$ cat src/rtl/spi_target_if.sv
// Byte streams between the SPI target and on-chip logic: received bytes
// flow out on rx_*, bytes for the next frame flow in on tx_*.
interface spi_target_if;
    logic [7:0] rx_data;
    logic       rx_valid;
    logic       rx_ready;
    logic [7:0] tx_data;
    logic       tx_valid;
    logic       tx_ready;

    modport slave (
        output rx_data, rx_valid, tx_ready,
        input  rx_ready, tx_data, tx_valid
    );

    modport master (
        input  rx_data, rx_valid, tx_ready,
        output rx_ready, tx_data, tx_valid
    );
endinterface

$ cat src/rtl/spi_target.sv
// SPI mode-0 target with oversampled pins and valid/ready byte streams.
// Define SPI_TARGET_RX_FIFO_EN to replace the rx holding register with a FIFO.
module spi_target #(
    parameter int         SYNC_STAGES   = 2,
    parameter logic [7:0] FILL_BYTE     = 8'hFF,
    parameter int         RX_FIFO_DEPTH = 4
) (
    input  logic          clock,
    input  logic          reset,
    input  logic          io_spi_clk,
    input  logic          io_spi_cs,
    input  logic          io_spi_mosi,
    output logic          io_spi_miso,
    output logic          io_spi_miso_oeb,
    spi_target_if.slave   strm,
    output logic          busy,
    output logic          rx_overrun,
    output logic          tx_underrun,
    output logic          frame_err
);

    typedef enum logic {IDLE, ACTIVE} state_t;

    if (SYNC_STAGES < 2) begin : g_bad_sync
        $error("SYNC_STAGES must be at least 2");
    end
    if (RX_FIFO_DEPTH < 2 || (RX_FIFO_DEPTH & (RX_FIFO_DEPTH - 1)) != 0) begin : g_bad_depth
        $error("RX_FIFO_DEPTH must be a power of two >= 2");
    end

    logic [SYNC_STAGES-1:0] sclk_sync, cs_sync, mosi_sync;
    logic                   sclk_d, cs_d;
    logic                   sclk_s, cs_s, mosi_s;
    logic                   cs_fall, cs_rise, sclk_rise, sclk_fall;

    state_t      state, state_nxt;
    logic        load, rise_act, shift_act, end_act;
    logic [2:0]  bit_cnt;
    logic        load_pend;
    logic        rx_push_p1;
    logic [7:0]  rx_sh;
    logic [7:0]  tx_sh;
    logic [7:0]  tx_hold;
    logic        tx_full;
    logic        tx_wr;
    logic        miso_q;
    logic [7:0]  rx_data_q;
    logic        rx_valid_q;
    logic        rx_pop;

    // Input synchronizers plus one delayed copy for edge detection
    always_ff @(posedge clock or negedge reset) begin
        if (!reset) begin
            sclk_sync <= '0;
            cs_sync   <= '1;
            mosi_sync <= '0;
            sclk_d    <= 1'b0;
            cs_d      <= 1'b1;
        end else begin
            sclk_sync <= {sclk_sync[SYNC_STAGES-2:0], io_spi_clk};
            cs_sync   <= {cs_sync[SYNC_STAGES-2:0], io_spi_cs};
            mosi_sync <= {mosi_sync[SYNC_STAGES-2:0], io_spi_mosi};
            sclk_d    <= sclk_s;
            cs_d      <= cs_s;
        end
    end

    assign sclk_s    = sclk_sync[SYNC_STAGES-1];
    assign cs_s      = cs_sync[SYNC_STAGES-1];
    assign mosi_s    = mosi_sync[SYNC_STAGES-1];
    assign cs_fall   = cs_d & ~cs_s;
    assign cs_rise   = ~cs_d & cs_s;
    assign sclk_rise = ~sclk_d & sclk_s;
    assign sclk_fall = sclk_d & ~sclk_s;

    always_ff @(posedge clock or negedge reset) begin
        if (!reset) state <= IDLE;
        else        state <= state_nxt;
    end

    always_comb begin
        state_nxt = state;
        load      = 1'b0;
        rise_act  = 1'b0;
        shift_act = 1'b0;
        end_act   = 1'b0;
        case (state)
            IDLE: begin
                if (cs_fall) begin
                    state_nxt = ACTIVE;
                    load      = 1'b1;
                end
            end
            ACTIVE: begin
                rise_act  = sclk_rise;
                load      = sclk_fall & load_pend;
                shift_act = sclk_fall & ~load_pend;
                if (cs_rise) begin
                    state_nxt = IDLE;
                    end_act   = 1'b1;
                end
            end
            default: state_nxt = IDLE;
        endcase
    end

    assign tx_wr = strm.tx_valid & ~tx_full;

    // Bit engine: load_pend marks that the next sclk fall starts a new byte
    always_ff @(posedge clock or negedge reset) begin
        if (!reset) begin
            bit_cnt     <= 3'd0;
            load_pend   <= 1'b0;
            rx_push_p1  <= 1'b0;
            tx_sh       <= 8'd0;
            tx_full     <= 1'b0;
            miso_q      <= 1'b0;
            tx_underrun <= 1'b0;
            frame_err   <= 1'b0;
        end else begin
            tx_underrun <= load & ~tx_full;
            frame_err   <= end_act & (bit_cnt != 3'd0);
            rx_push_p1  <= rise_act & (bit_cnt == 3'd7);
            miso_q      <= tx_sh[7];
            tx_full     <= (tx_full & ~load) | tx_wr;
            if (end_act) begin
                bit_cnt   <= 3'd0;
                load_pend <= 1'b0;
                tx_sh     <= 8'd0;
            end else begin
                if (rise_act) begin
                    bit_cnt <= bit_cnt + 3'd1;
                    if (bit_cnt == 3'd7) load_pend <= 1'b1;
                end
                if (load) begin
                    tx_sh     <= tx_full ? tx_hold : FILL_BYTE;
                    load_pend <= 1'b0;
                end else if (shift_act) begin
                    tx_sh <= {tx_sh[6:0], 1'b0};
                end
            end
        end
    end

    always_ff @(posedge clock) begin
        if (rise_act) rx_sh <= {rx_sh[6:0], mosi_s};
        if (tx_wr)    tx_hold <= strm.tx_data;
    end

    assign rx_pop = rx_valid_q & strm.rx_ready;

`ifdef SPI_TARGET_RX_FIFO_EN
    localparam int PW = $clog2(RX_FIFO_DEPTH);

    logic [7:0]    mem [RX_FIFO_DEPTH];
    logic [PW-1:0] wr_ptr, rd_ptr;
    logic [PW:0]   cnt;
    logic          fifo_full;
    logic          push_ok;

    assign fifo_full  = (cnt == (PW+1)'(RX_FIFO_DEPTH));
    assign push_ok    = rx_push_p1 & (~fifo_full | rx_pop);
    assign rx_valid_q = (cnt != '0);
    assign rx_data_q  = mem[rd_ptr];

    // Full FIFO still accepts a byte when the head leaves in the same cycle
    always_ff @(posedge clock or negedge reset) begin
        if (!reset) begin
            for (int i = 0; i < RX_FIFO_DEPTH; i++) mem[i] <= 8'd0;
            wr_ptr     <= '0;
            rd_ptr     <= '0;
            cnt        <= '0;
            rx_overrun <= 1'b0;
        end else begin
            rx_overrun <= rx_push_p1 & fifo_full & ~rx_pop;
            if (push_ok) begin
                mem[wr_ptr] <= rx_sh;
                wr_ptr      <= wr_ptr + 1'b1;
            end
            if (rx_pop) rd_ptr <= rd_ptr + 1'b1;
            case ({push_ok, rx_pop})
                2'b10:   cnt <= cnt + 1'b1;
                2'b01:   cnt <= cnt - 1'b1;
                default: cnt <= cnt;
            endcase
        end
    end
`else
    logic [7:0] rx_hold;
    logic       rx_full;

    assign rx_valid_q = rx_full;
    assign rx_data_q  = rx_hold;

    // A push that coincides with a pop overwrites the departing byte
    always_ff @(posedge clock or negedge reset) begin
        if (!reset) begin
            rx_hold    <= 8'd0;
            rx_full    <= 1'b0;
            rx_overrun <= 1'b0;
        end else begin
            rx_overrun <= rx_push_p1 & rx_full & ~rx_pop;
            if (rx_push_p1 && (!rx_full || rx_pop)) begin
                rx_hold <= rx_sh;
                rx_full <= 1'b1;
            end else if (rx_pop) begin
                rx_full <= 1'b0;
            end
        end
    end
`endif

    assign strm.rx_data    = rx_data_q;
    assign strm.rx_valid   = rx_valid_q;
    assign strm.tx_ready   = ~tx_full;
    assign io_spi_miso     = miso_q;
    assign io_spi_miso_oeb = (state != ACTIVE);
    assign busy            = ~cs_s;

endmodule

$ cat src/flat_wrapper.sv
// flat-port wrapper written by rule: the top's interface ports become plain ports
module spi_target_flat 
#(
    parameter int         SYNC_STAGES   = 2,
    parameter logic [7:0] FILL_BYTE     = 8'hFF,
    parameter int         RX_FIFO_DEPTH = 4
)
  (clock, reset, io_spi_clk, io_spi_cs, io_spi_mosi, io_spi_miso, io_spi_miso_oeb, busy, rx_overrun, tx_underrun, frame_err, strm_rx_data, strm_rx_valid, strm_tx_ready, strm_rx_ready, strm_tx_data, strm_tx_valid);
  spi_target_if strm_i ();
  input  logic clock;
  input  logic reset;
  input  logic io_spi_clk;
  input  logic io_spi_cs;
  input  logic io_spi_mosi;
  output logic io_spi_miso;
  output logic io_spi_miso_oeb;
  output logic busy;
  output logic rx_overrun;
  output logic tx_underrun;
  output logic frame_err;
  output wire logic [$bits(strm_i.rx_data)-1:0] strm_rx_data;
  output wire logic [$bits(strm_i.rx_valid)-1:0] strm_rx_valid;
  output wire logic [$bits(strm_i.tx_ready)-1:0] strm_tx_ready;
  input wire logic [$bits(strm_i.rx_ready)-1:0] strm_rx_ready;
  input wire logic [$bits(strm_i.tx_data)-1:0] strm_tx_data;
  input wire logic [$bits(strm_i.tx_valid)-1:0] strm_tx_valid;
  assign strm_rx_data = strm_i.rx_data;
  assign strm_rx_valid = strm_i.rx_valid;
  assign strm_tx_ready = strm_i.tx_ready;
  assign strm_i.rx_ready = strm_rx_ready;
  assign strm_i.tx_data = strm_tx_data;
  assign strm_i.tx_valid = strm_tx_valid;
  spi_target #(.SYNC_STAGES(SYNC_STAGES), .FILL_BYTE(FILL_BYTE), .RX_FIFO_DEPTH(RX_FIFO_DEPTH)) u_core (.clock(clock), .reset(reset), .io_spi_clk(io_spi_clk), .io_spi_cs(io_spi_cs), .io_spi_mosi(io_spi_mosi), .io_spi_miso(io_spi_miso), .io_spi_miso_oeb(io_spi_miso_oeb), .strm(strm_i), .busy(busy), .rx_overrun(rx_overrun), .tx_underrun(tx_underrun), .frame_err(frame_err));
endmodule
$ cat config.mk
export PLATFORM = sky130hd
export DESIGN_NAME = spi_target_flat
export DESIGN_NICKNAME = d
export VERILOG_FILES = /design/src/rtl/spi_target_if.sv /design/src/rtl/spi_target.sv /design/src/flat_wrapper.sv
export SDC_FILE = /design/constraint.sdc
export NUM_CORES = 1
export LEC_CHECK = 0
export ABC_AREA = 1
export CORE_MARGIN = 2
export CORE_UTILIZATION = 35
export CTS_CLUSTER_SIZE = 12
export DETAILED_ROUTE_END_ITERATION = 7
export PLACE_DENSITY = 0.57
export SKIP_CTS_REPAIR_TIMING = 1
export SLEW_MARGIN = 20
export SYNTH_ARGS = -nofsm -noshare
export SYNTH_HDL_FRONTEND = slang
export SYNTH_SLANG_ARGS = --single-unit
$ cat constraint.sdc
create_clock -name clock -period 1.4 [get_ports clock]
set_input_delay 0.35 -clock clock [delete_from_list [all_inputs] [get_ports clock]]
set_output_delay 0.35 -clock clock [all_outputs]
set_load 0.05 [all_outputs]
# Yosys cells after proc, flatten, opt, wreduce, memory -nomap -nowiden
# Index checks and enable logic that the tools add are counted.
[totals]
latch_bits = 0
wordCells = 75
out_inout_bits = 16
romBits = 0
memories = 0
ram_bits = 0
regBits = 52
[op_classes]
n_eq_ne = 1
n_mux = 20
n_mul = 0
div = 0
addsub = 1
n_reduce_logical = 10
shifts = 0
n_lt_le_gt_ge = 0
n_bitwise = 24
[op_table]
columns = ["cell", "n"]
rows = [
  ["2-to-1 mux 8 bit", 4],
  ["AND 1 bit", 14],
  ["2-to-1 mux 1 bit", 12],
  ["nonzero test 3 bit", 4],
  ["inverter 1 bit", 9],
  ["2-to-1 mux 3 bit", 2],
  ["case mux 1 bit (2 select lines)", 2],
  ["nonzero test 2 bit", 2],
  ["adder 3 x 1 -> 3 bit, second input constant", 1],
  ["equality test 3 bit, second input constant", 1],
  ["AND reduction 2 bit", 1],
  ["logical AND 1 bit", 1],
  ["zero test 1 bit", 1],
  ["logical OR 1 bit", 1],
  ["OR 1 bit", 1],
]

# Logic depth before layout (Yosys ltp)
# Gate-level depths: netlist of the first run.
[logic_depth]
ltp_word = 7
ltp_mapped = 8

# Least setup slack after synthesis of the first run
# No wires, ideal clock.
[synth_timing]
path_kind = "register -> register"
start = "reg u_core.tx_full"
end = "reg u_core.tx_hold[0], enable pin"
slack_ns = -0.255
path_buffers = 1
synth_period_minus_slack_ns = 1.655
path_stages_with_launch = 5
arrival_time_ns = 1.331
path_cell_list = "dfrtp_1 inv_1 clkbuf_1 nand2_1 inv_1"
[synth_via]
elab_chain_len = 2
[synth_lines]
columns = ["element", "line", "source"]
rows = [
  ["start: declaration", "spi_target.sv:44", "logic tx_full;"],
  ["start signal: assignment", "spi_target.sv:125", "tx_full <= (tx_full & ~load) | tx_wr;"],
  ["inverter 1 bit", "-", ""],
  ["net strm_tx_ready", "flat_wrapper.sv:23", "output wire logic [$bits(strm_i.tx_ready)-1:0] strm_tx_ready;"],
  ["AND 1 bit", "spi_target.sv:107", "assign tx_wr = strm.tx_valid & ~tx_full;"],
  ["net u_core.tx_wr", "spi_target.sv:45", "logic tx_wr;"],
  ["end signal: assignment", "spi_target.sv:147", "if (tx_wr) tx_hold <= strm.tx_data;"],
  ["end: declaration", "spi_target.sv:43", "logic [7:0] tx_hold;"],
]
# The timed path passes the listed nets, and every way through them passes these cells.
# A chain may end at the register's enable or synchronous reset.

# Worst setup path in the final report of the first run
[layout_timing]
start = "reg u_core.cs_sync[1]"
end = "out busy"
[layout_via]
elab_chain_len = 1
[layout_lines]
columns = ["element", "line", "source"]
rows = [
  ["start: declaration", "spi_target.sv:31", "logic [SYNC_STAGES-1:0] sclk_sync, cs_sync, mosi_sync;"],
  ["start signal: assignment", "spi_target.sv:61", "cs_sync <= {cs_sync[SYNC_STAGES-2:0], io_spi_cs};"],
  ["inverter 1 bit", "spi_target.sv:218", "assign busy = ~cs_s;"],
  ["end: declaration", "flat_wrapper.sv:17", "output logic busy;"],
]
# No other way between the ends.

==> results_dict.tcl, run 1 <==
set metrics [dict create \
    worst_slew_pin_slew_ns 0.281 \
    synth_mux_area_share_pct 4.34 \
    drt-pass1-iter-count 4 \
    cts_tree "yes" \
    ys_seq_elements 52 \
    syn_area_sq_um 2070 \
    numClockSinks 52 \
    antenna_found_initial 0 \
    period_share_pct 102 \
    synthXorXnorAreaFrac_pct 0 \
    clock_latency_ns 0.31 \
    r2r_cells 7 \
    place_congestion 0.734 \
    syn_nets 186 \
    ys_async_sr_fraction_pct 69.2 \
    synth_commonest_cells "dfrtp_1 (33), nand2_1 (31), nand3_1 (25)" \
    grt_pass1_vias 1207 \
    die_x_um 81.0 \
    slew_violations 0 \
    layout.nets 229 \
    ant_nets 0 \
    drt_iter0_drc 112 \
    synth_top_family_by_area "simple AND/OR/NAND/NOR gates" \
    clock_skew_ns 0.0105 \
    avgSynthCellArea_sq_um 12.3 \
    dpl_worst_slack_ns -0.167 \
    synth_cells 168 \
    violations "negative setup slack" \
    path_max_fanout 3 \
    ys_types 27 \
    slew_headroom_pct 81.1 \
    power_uw 3840 \
    fillers 537 \
    r2r_slack_ns 0.13 \
    globalRoute.totalOverflow 0 \
    synth_edf_count 16 \
    grt_pass1_wl_um 5300 \
    crit_type "register to output pin" \
    post-route-drc-count 0 \
    ys_top_cells_by_area "dfrtp_1 (40%), edfxtp_1 (23%), nand3_1 (6.0%)" \
    dp_hpwl_um 2230 \
    status "finished, violations left" \
    synthMostInstantiatedCell "dfrtp_1" \
    hold_violations 0 \
    wl_um 3120 \
    initial_core_util_pct 35.7 \
    ys_warn_count 0 \
    setup_slack_ns -0.0217 \
    area.growth.synth_to_final_pct 34.7 \
    num_vias 1254 \
    synth_top_area_share_pct 39.8 \
    grt_max_degree 37 \
    crit_arrival_ns 1.07 \
    finalSetupViolations 1 \
    period_minus_slack_ns 1.42 \
    clockBufferDepth 2 \
    rr_endpoint "u_core.tx_sh[1]" \
    cp-end-kind "output pin" \
    io_pins 31 \
    finish.utilization_pct 48.1 \
    yosysSeqAreaShare_pct 66.8 \
    yosys.area_share.simple_pct 19.4 \
    cp.required_ns 1.05 \
    grt_setup_unrepaired "true" \
    synth_compound_area_share_pct 2.53 \
    root_buffer "clkbuf_8" \
    portBuffers 30 \
    r2r_start "u_core.cs_sync[1]" \
    drv_cap 0 \
    rows 28 \
    grt_usage_pct 10.7 \
    h-tree-depth 2 \
    fmax_mhz 703 \
    synth-main-ff-cell "dfrtp_1" \
    max-vdd-ir-drop_v 0.000836 \
    die_area_sq_um 6560 \
    setup_tns_ns -0.0217 \
    cts_made_buffers 5 \
    synthAdderAreaFrac_pct 1.81 \
    crit_path_end "busy" \
    wl_per_cell_um 10.9 \
    clk_pin_slew_ns 0.09 \
    drive_above_1_share_pct 29.2 \
    worstHoldPathType "register to register" \
    crit_start "u_core.cs_sync[1]" \
    core-area_sq_um 5820 \
    avgViaCountPerCell 4.37 \
    p_leak_uw 0.00129 \
    powerDensity_nw_per_um2 1370 \
    synth_top_area_cell "dfrtp_1" \
    num_antenna_cells 0 \
    critPathLaunchType "register" \
    fp.dieH_um 81.0 \
]
==> routing by layer <==
| metal | GRT usage [%] | share of wire [%] |
|---|---|---|
| met1 | 13.7 | 48 |
| met5 | 0 | 0 |
| met4 | 3.05 | 1.3 |
| met3 | 3.67 | 3.7 |
| met2 | 17.4 | 47 |
==> kinds of logic (layout without fill, tap and decap cells) <==
kind of cell	after synthesis	in the layout
flops	52	52
fa+ha+maj	3	3
buf+inv	21	65
compound gates	8	8
mux	8	8
simple gates	76	76
==> sequential cells by signal (all words and copies together) (netlist names) <==
signal,flops
u_core.strm.rx_valid,1
u_core.sclk_sync,2
u_core.cs_d,1
u_core.sclk_d,1
u_core.bit_cnt,3
u_core.load_pend,1
u_core.io_spi_miso,1
u_core.tx_sh,8
u_core.rx_push_p1,1
u_core.rx_sh,8
u_core.strm.rx_data,8
u_core.tx_underrun,1
u_core.rx_overrun,1
u_core.mosi_sync,2
u_core.frame_err,1
u_core.tx_hold,8
u_core.cs_sync,2
u_core.tx_full,1
u_core.state,1
==> where the power goes <==
group | switching, uW | internal [uW]
clock | 515 | 367
sequential | 128 | 1820
combinational | 538 | 468
==> worst max-delay path: stages (launching register included) <==
cell and delay, ns:
dfstp_2 0.57, inv_2 0.06, buf_6 0.15
==> layout by cell type (no fill, tap or decap) <==
master           instances
a21oi_2                  1
buf_12                  18
buf_2                    1
buf_4                    5
buf_6                    1
clkbuf_8                 5
clkdlybuf4s50_1         13
clkinv_4                 1
clkinvlp_4               1
dfrtp_1                 31
dfrtp_2                  2
dfstp_2                  3
dlygate4sd3_1            1
edfxtp_1                16
ha_1                     3
inv_1                   13
inv_2                    2
inv_4                    2
inv_8                    2
mux2_2                   8
nand2_1                 31
nand2_2                  1
nand2_4                  2
nand2_8                  1
nand3_1                 25
nand3_2                  1
nand3_4                  1
nor2_1                   5
nor2_4                   2
o211a_1                  1
o21ai_0                  4
o21ai_1                  1
o21ai_2                  1
or2_1                    6
or2_2                    1
==> per-stage QoR <==
| stage | std cells | instance area (sq um) | hold slack [ns] |
|---|---|---|---|
| 2_1_floorplan | 168 | 2080 | 0.0544 |
| 3_3_place_gp | 277 | 2670 | 0.330 |
| 3_5_place_dp | 277 | 2670 | 0.328 |
| 4_1_cts | 285 | 2770 | -0.0197 |
| 5_1_grt | 287 | 2800 | 0.365 |
| 6_report | 287 | 2800 | 0.360 |
==> how the worst min path moves through the flow <==
stage	start	end	slack (ns)	depth (start not counted)
5_1_grt	u_core.cs_sync[0]	u_core.cs_sync[1]	0.37	0
6_report	u_core.sclk_sync[0]	u_core.sclk_sync[1]	0.36	0
2_1_floorplan	reset	u_core.bit_cnt[0]	0.05	0
3_5_place_dp	reset	u_core.mosi_sync[0]	0.33	2
4_1_cts	reset	u_core.strm.rx_data[2]	-0.02	2
3_3_place_gp	reset	u_core.mosi_sync[1]	0.33	2
==> layout make-up <==
class / instances / area, sq um / area share, %
Timing Repair Buffer: 39 / 554 / 19.8
Clock buffer: 5 / 68.8 / 2.46
Sequential cell: 52 / 1390 / 49.6
Clock inverter: 3 / 27.5 / 0.985
Inverter: 18 / 80.1 / 2.86
Multi-Input combinational cell: 95 / 583 / 20.9
Tap cell: 75 / 93.8 / 3.36
No activity file was read; power rests on OpenSTA's default activity.
==> run 2: changes to the inputs <==
--- a/config.mk
+++ b/config.mk
@@ -10,7 +10,9 @@
 export CORE_UTILIZATION = 35
 export CTS_CLUSTER_SIZE = 12
 export DETAILED_ROUTE_END_ITERATION = 7
-export PLACE_DENSITY = 0.57
+export DONT_BUFFER_PORTS = 1
+export PLACE_DENSITY = 0.5
+export SETUP_SLACK_MARGIN = 0.02
 export SKIP_CTS_REPAIR_TIMING = 1
 export SLEW_MARGIN = 20
 export SYNTH_ARGS = -nofsm -noshare
==> results_dict.tcl, run 2 (same netlist as run 1, synthesis figures left out) <==
set metrics [dict create \
    status "finished, violations left" \
    violations "negative setup slack" \
    portBuffers 0 \
    clock_skew_ns 0.0107 \
    io_pins 31 \
    worstHoldPathType "primary input to register" \
    powerDensity_nw_per_um2 1550 \
    period_share_pct 101 \
    antenna_found_initial 0 \
    critical_path_buf_inv_count 2 \
    path_delay_family "flip-flops" \
    cp-end-kind "output pin" \
    critPathLaunchType "register" \
    cp.required_ns 1.05 \
    slowest_stage "dfstp_2" \
    netSwitchingFraction_pct 32.7 \
    combPwrFrac_pct 21.3 \
    wl_um 3270 \
    clock_latency_ns 0.31 \
    avgViaCountPerCell 4.60 \
    hold_violations 0 \
    grt_setup_unrepaired "true" \
    finalSetupViolations 1 \
    num_antenna_cells 0 \
    p_seq_share_pct 55.0 \
    root_buffer "clkbuf_8" \
    final_cell_mix "dfrtp_1 (32), nand2_1 (31), nand3_1 (19)" \
    clockPowerShare_pct 23.8 \
    h-tree-depth 2 \
    worst_slew_pin_slew_ns 0.472 \
    layout.nets 202 \
    crit_arrival_ns 1.06 \
    fin_area_sq_um 2410 \
    crit_type "register to output pin" \
    core-area_sq_um 5820 \
    fmax_mhz 709 \
    period_minus_slack_ns 1.41 \
    grt_pass1_vias 1206 \
    initial_core_util_pct 35.7 \
    slew_headroom_pct 68.5 \
    numClockSinks 52 \
    die_x_um 81.0 \
    clk_pin_slew_ns 0.09 \
    p_leak_uw 0.00112 \
    cts_made_buffers 5 \
    wl_per_cell_um 12.6 \
    rows 28 \
    grt_usage_pct 10.8 \
    fp.dieH_um 81.0 \
    grt_pass1_wl_um 5340 \
    dpl_cell_area_sq_um 2200 \
    slowest_delay_ns 0.56 \
    drt_iter0_drc 45 \
    path_max_fanout 3 \
    final_common_cell "dfrtp_1" \
    num_vias 1197 \
    clockBufferDepth 2 \
    ant_nets 0 \
    grt_max_degree 37 \
    dp_hpwl_um 2280 \
    setup_slack_ns -0.0106 \
    die_area_sq_um 6560 \
    dpl_worst_slack_ns 0.0773 \
    drive_above_1_share_pct 29.7 \
    fillers 580 \
    power_switching_uw 1220 \
    max-vdd-ir-drop_v 0.000836 \
    post-route-drc-count 0 \
    place_congestion 0.871 \
    internal_power_uw 2500 \
    cp_cell_sequence "inv_2, buf_6" \
    drv_cap 0 \
    slew_violations 0 \
    drt-pass1-iter-count 4 \
    area.growth.synth_to_final_pct 16.0 \
    globalRoute.totalOverflow 0 \
    cts_tree "yes" \
]
==> run 2: cell count changes in the layout (fill, tap and decap cells not counted), sizes merged <==
cell | before | now
clkinv | 1 | 0
buf | 25 | 11
clkdlybuf4s50 | 13 | 0
inv | 19 | 20
==> run 2: path summary, 6_finish.rpt <==
check,start,cells past startpoint,slack [ns],end
max,u_core.cs_sync[1],2,-0.01,busy
min,io_spi_cs,0,0.04,u_core.cs_sync[0]
max reg2reg,u_core.cs_sync[1],7,0.07,u_core.tx_sh[5]
min reg2reg,u_core.sclk_sync[0],0,0.36,u_core.sclk_sync[1]
max in group asynchronous,reset,2,0.65,u_core.cs_sync[1]
min in group asynchronous,reset,2,0.49,u_core.bit_cnt[2]
==> run 2: area by class of cell <==
type                    instances  area, sq um  area share, %
flip-flops and latches         52         1390           57.6
multi-input cells              95          613           25.5
repair buffers                 12          140           5.82
well taps                      75         93.8           3.90
inverters                      18         80.1           3.33
clock buffers                   5         68.8           2.86
clock inverters                 3         25.0           1.04
==> run 2: worst reg2reg max path, cell delays in order, from the launching register on <==
cell     delay (ns)
dfstp_2        0.56
buf_4          0.11
nand2_2        0.06
nor2_4         0.15
nor2_4         0.09
buf_4          0.14
nand3_1        0.07
nand2_1        0.06
==> run 2: metal layers <==
metal / share of wire, % / routed length (um) / track usage [%]
met5: 0 / 0 / 0
met4: 1.4 / 45 / 3.90
met3: 4.7 / 154 / 3.89
met1: 47 / 1530 / 13.5
met2: 47 / 1540 / 17.1
==> run 2: per-stage QoR <==
step                      total power, uW  hold slack [ns]  std cells  utilization, %  TNS, ns
after floorplan                      2580           0.0544        168               -   -0.567
after global placement               2720           0.0555        246            37.8        0
after detailed placement             2750           0.0558        246            37.8        0
after CTS                            3630           -0.289        254            39.4   -0.225
after global routing                 3960           0.0114        260            41.4   -0.114
final                                3720           0.0368        260            41.4  -0.0106
==> run 2: power groups by stage <==
stage | Clock, uW | Combinational [uW] | Sequential (uW)
2_1_floorplan | 0 | 554 | 2020
3_5_place_dp | 0 | 675 | 2070
3_3_place_gp | 0 | 656 | 2070
4_1_cts | 914 | 677 | 2040
6_report | 885 | 791 | 2050
5_1_grt | 982 | 896 | 2080
==> run 3: changes to the inputs <==
--- a/config.mk
+++ b/config.mk
@@ -6,12 +6,12 @@
 export NUM_CORES = 1
 export LEC_CHECK = 0
 export ABC_AREA = 1
-export CORE_MARGIN = 2
 export CORE_UTILIZATION = 35
 export CTS_CLUSTER_SIZE = 12
 export DETAILED_ROUTE_END_ITERATION = 7
 export DONT_BUFFER_PORTS = 1
 export PLACE_DENSITY = 0.5
+export RECOVER_POWER = 25
 export SETUP_SLACK_MARGIN = 0.02
 export SKIP_CTS_REPAIR_TIMING = 1
 export SLEW_MARGIN = 20
==> results_dict.tcl, run 3 (same netlist as run 1, synthesis figures left out) <==
set metrics [dict create \
    crit_type "register to output pin" \
    critPathLaunchType "register" \
    worstHoldPathType "primary input to register" \
    die_area_sq_um 6240 \
    finalSetupViolations 1 \
    fin_area_sq_um 2360 \
    core-area_sq_um 5610 \
    path_max_fanout 2 \
    hold_depth 0 \
    grt_pass1_wl_um 5950 \
    cp_cell_sequence "inv_2, buf_6" \
    num_antenna_cells 0 \
    final_cell_mix "dfrtp_1 (31), nand2_1 (30), nand3_1 (25)" \
    avgViaCountPerCell 4.58 \
    slowest_stage "dfstp_2" \
    hold_violations 0 \
    place_congestion 0.748 \
    antenna_found_initial 0 \
    r2r_start "u_core.cs_sync[1]" \
    clk_pin_slew_ns 0.09 \
    clockBufferDepth 2 \
    portBuffers 0 \
    wl_um 3370 \
    clock_skew_ns 0.0123 \
    period_share_pct 100 \
    globalRoute.totalOverflow 0 \
    clock_latency_ns 0.30 \
    root_buffer "clkbuf_8" \
    rows 27 \
    grt_usage_pct 12.6 \
    r2r_cells 7 \
    p_leak_uw 0.00111 \
    critical_path_buf_inv_count 2 \
    final_common_cell "dfrtp_1" \
    r2r_slack_ns 0.03 \
    area.growth.synth_to_final_pct 13.8 \
    setup_slack_ns -0.00511 \
    fmax_mhz 712 \
    path_delay_family "flip-flops" \
    fp.dieH_um 79.0 \
    max-vdd-ir-drop_v 0.000806 \
    multi_input_area_sq_um 591 \
    initial_core_util_pct 37.0 \
    io_pins 31 \
    dp_hpwl_um 2400 \
    cp-end-kind "output pin" \
    wl_per_cell_um 13.1 \
    numClockSinks 52 \
    period_minus_slack_ns 1.41 \
    grt_setup_unrepaired "true" \
    min_to "u_core.cs_sync[0]" \
    drt-pass1-iter-count 5 \
    drv_cap 0 \
    status "finished, violations left" \
    violations "negative setup slack" \
    grt_pass1_vias 1272 \
    min_from "io_spi_cs" \
    die_x_um 79.0 \
    h-tree-depth 2 \
    setup_tns_ns -0.00511 \
    powerDensity_nw_per_um2 1550 \
    rr_endpoint "u_core.tx_sh[1]" \
    layout.nets 201 \
    ant_nets 0 \
    slew_headroom_pct 46.8 \
    cts_tree "yes" \
    fillers 554 \
    grt_max_degree 37 \
    slew_violations 0 \
    drive_above_1_share_pct 26.1 \
    dpl_cell_area_sq_um 2210 \
    slowest_delay_ns 0.55 \
    drt_iter0_drc 65 \
    worst_slew_pin_slew_ns 0.799 \
    num_vias 1172 \
    cts_made_buffers 5 \
    cp.required_ns 1.05 \
    regArea_sq_um 1390 \
    post-route-drc-count 0 \
    crit_arrival_ns 1.06 \
]
run 3: stage by stage:
step / worst slack [ns] / utilization [%] / instances / hold slack (ns) / total power (uW)
3_3_place_gp: 0.121 / 39.4 / 244 / 0.0552 / 2810
4_1_cts: -0.109 / 41.0 / 252 / -0.288 / 3670
6_report: -0.00511 / 42.1 / 256 / 0.0334 / 3660
2_1_floorplan: -0.0728 / - / 168 / 0.0544 / 2580
3_5_place_dp: 0.0777 / 39.4 / 244 / 0.0553 / 2800
5_1_grt: -0.0492 / 42.1 / 256 / 0.00664 / 3910
run 3: area by class of cell:
class	count	share of cell area, %
Clock buffer	6	3.08
Clock inverter	2	0.689
Inverter	18	3.39
Multi-Input combinational cell	95	25.0
Sequential cell	52	58.8
Tap cell	72	3.82
Timing Repair Buffer	11	5.20
run 3: power breakdown:
| group | internal [uW] | switching (uW) | leakage (uW) |
|---|---|---|---|
| Clock | 356 | 487 | 0.0000414 |
| Sequential | 1820 | 224 | 0.000611 |
| Combinational | 315 | 453 | 0.000456 |
| Total | 2490 | 1160 | 0.00111 |
run 3: routing by layer:
metal	wire (um)	GRT usage (%)	vias up
met2	1580	19.9	38
met5	0	0	-
met3	167	3.56	6
met1	1560	16.4	548
li1	-	-	580
met4	50	4.36	0
run 3: worst max-delay path by stage:
stage                                 start          endpoint  slack (ns)  cells past startpoint
after CTS                 u_core.cs_sync[1]              busy       -0.11                      2
after global placement    u_core.cs_sync[1]   u_core.tx_sh[4]        0.12                      7
final                     u_core.cs_sync[1]              busy      -0.005                      2
after floorplan           u_core.cs_sync[1]  u_core.load_pend       -0.07                      6
after global routing      u_core.cs_sync[1]              busy       -0.05                      2
after detailed placement  u_core.cs_sync[1]   u_core.tx_sh[6]        0.08                      7
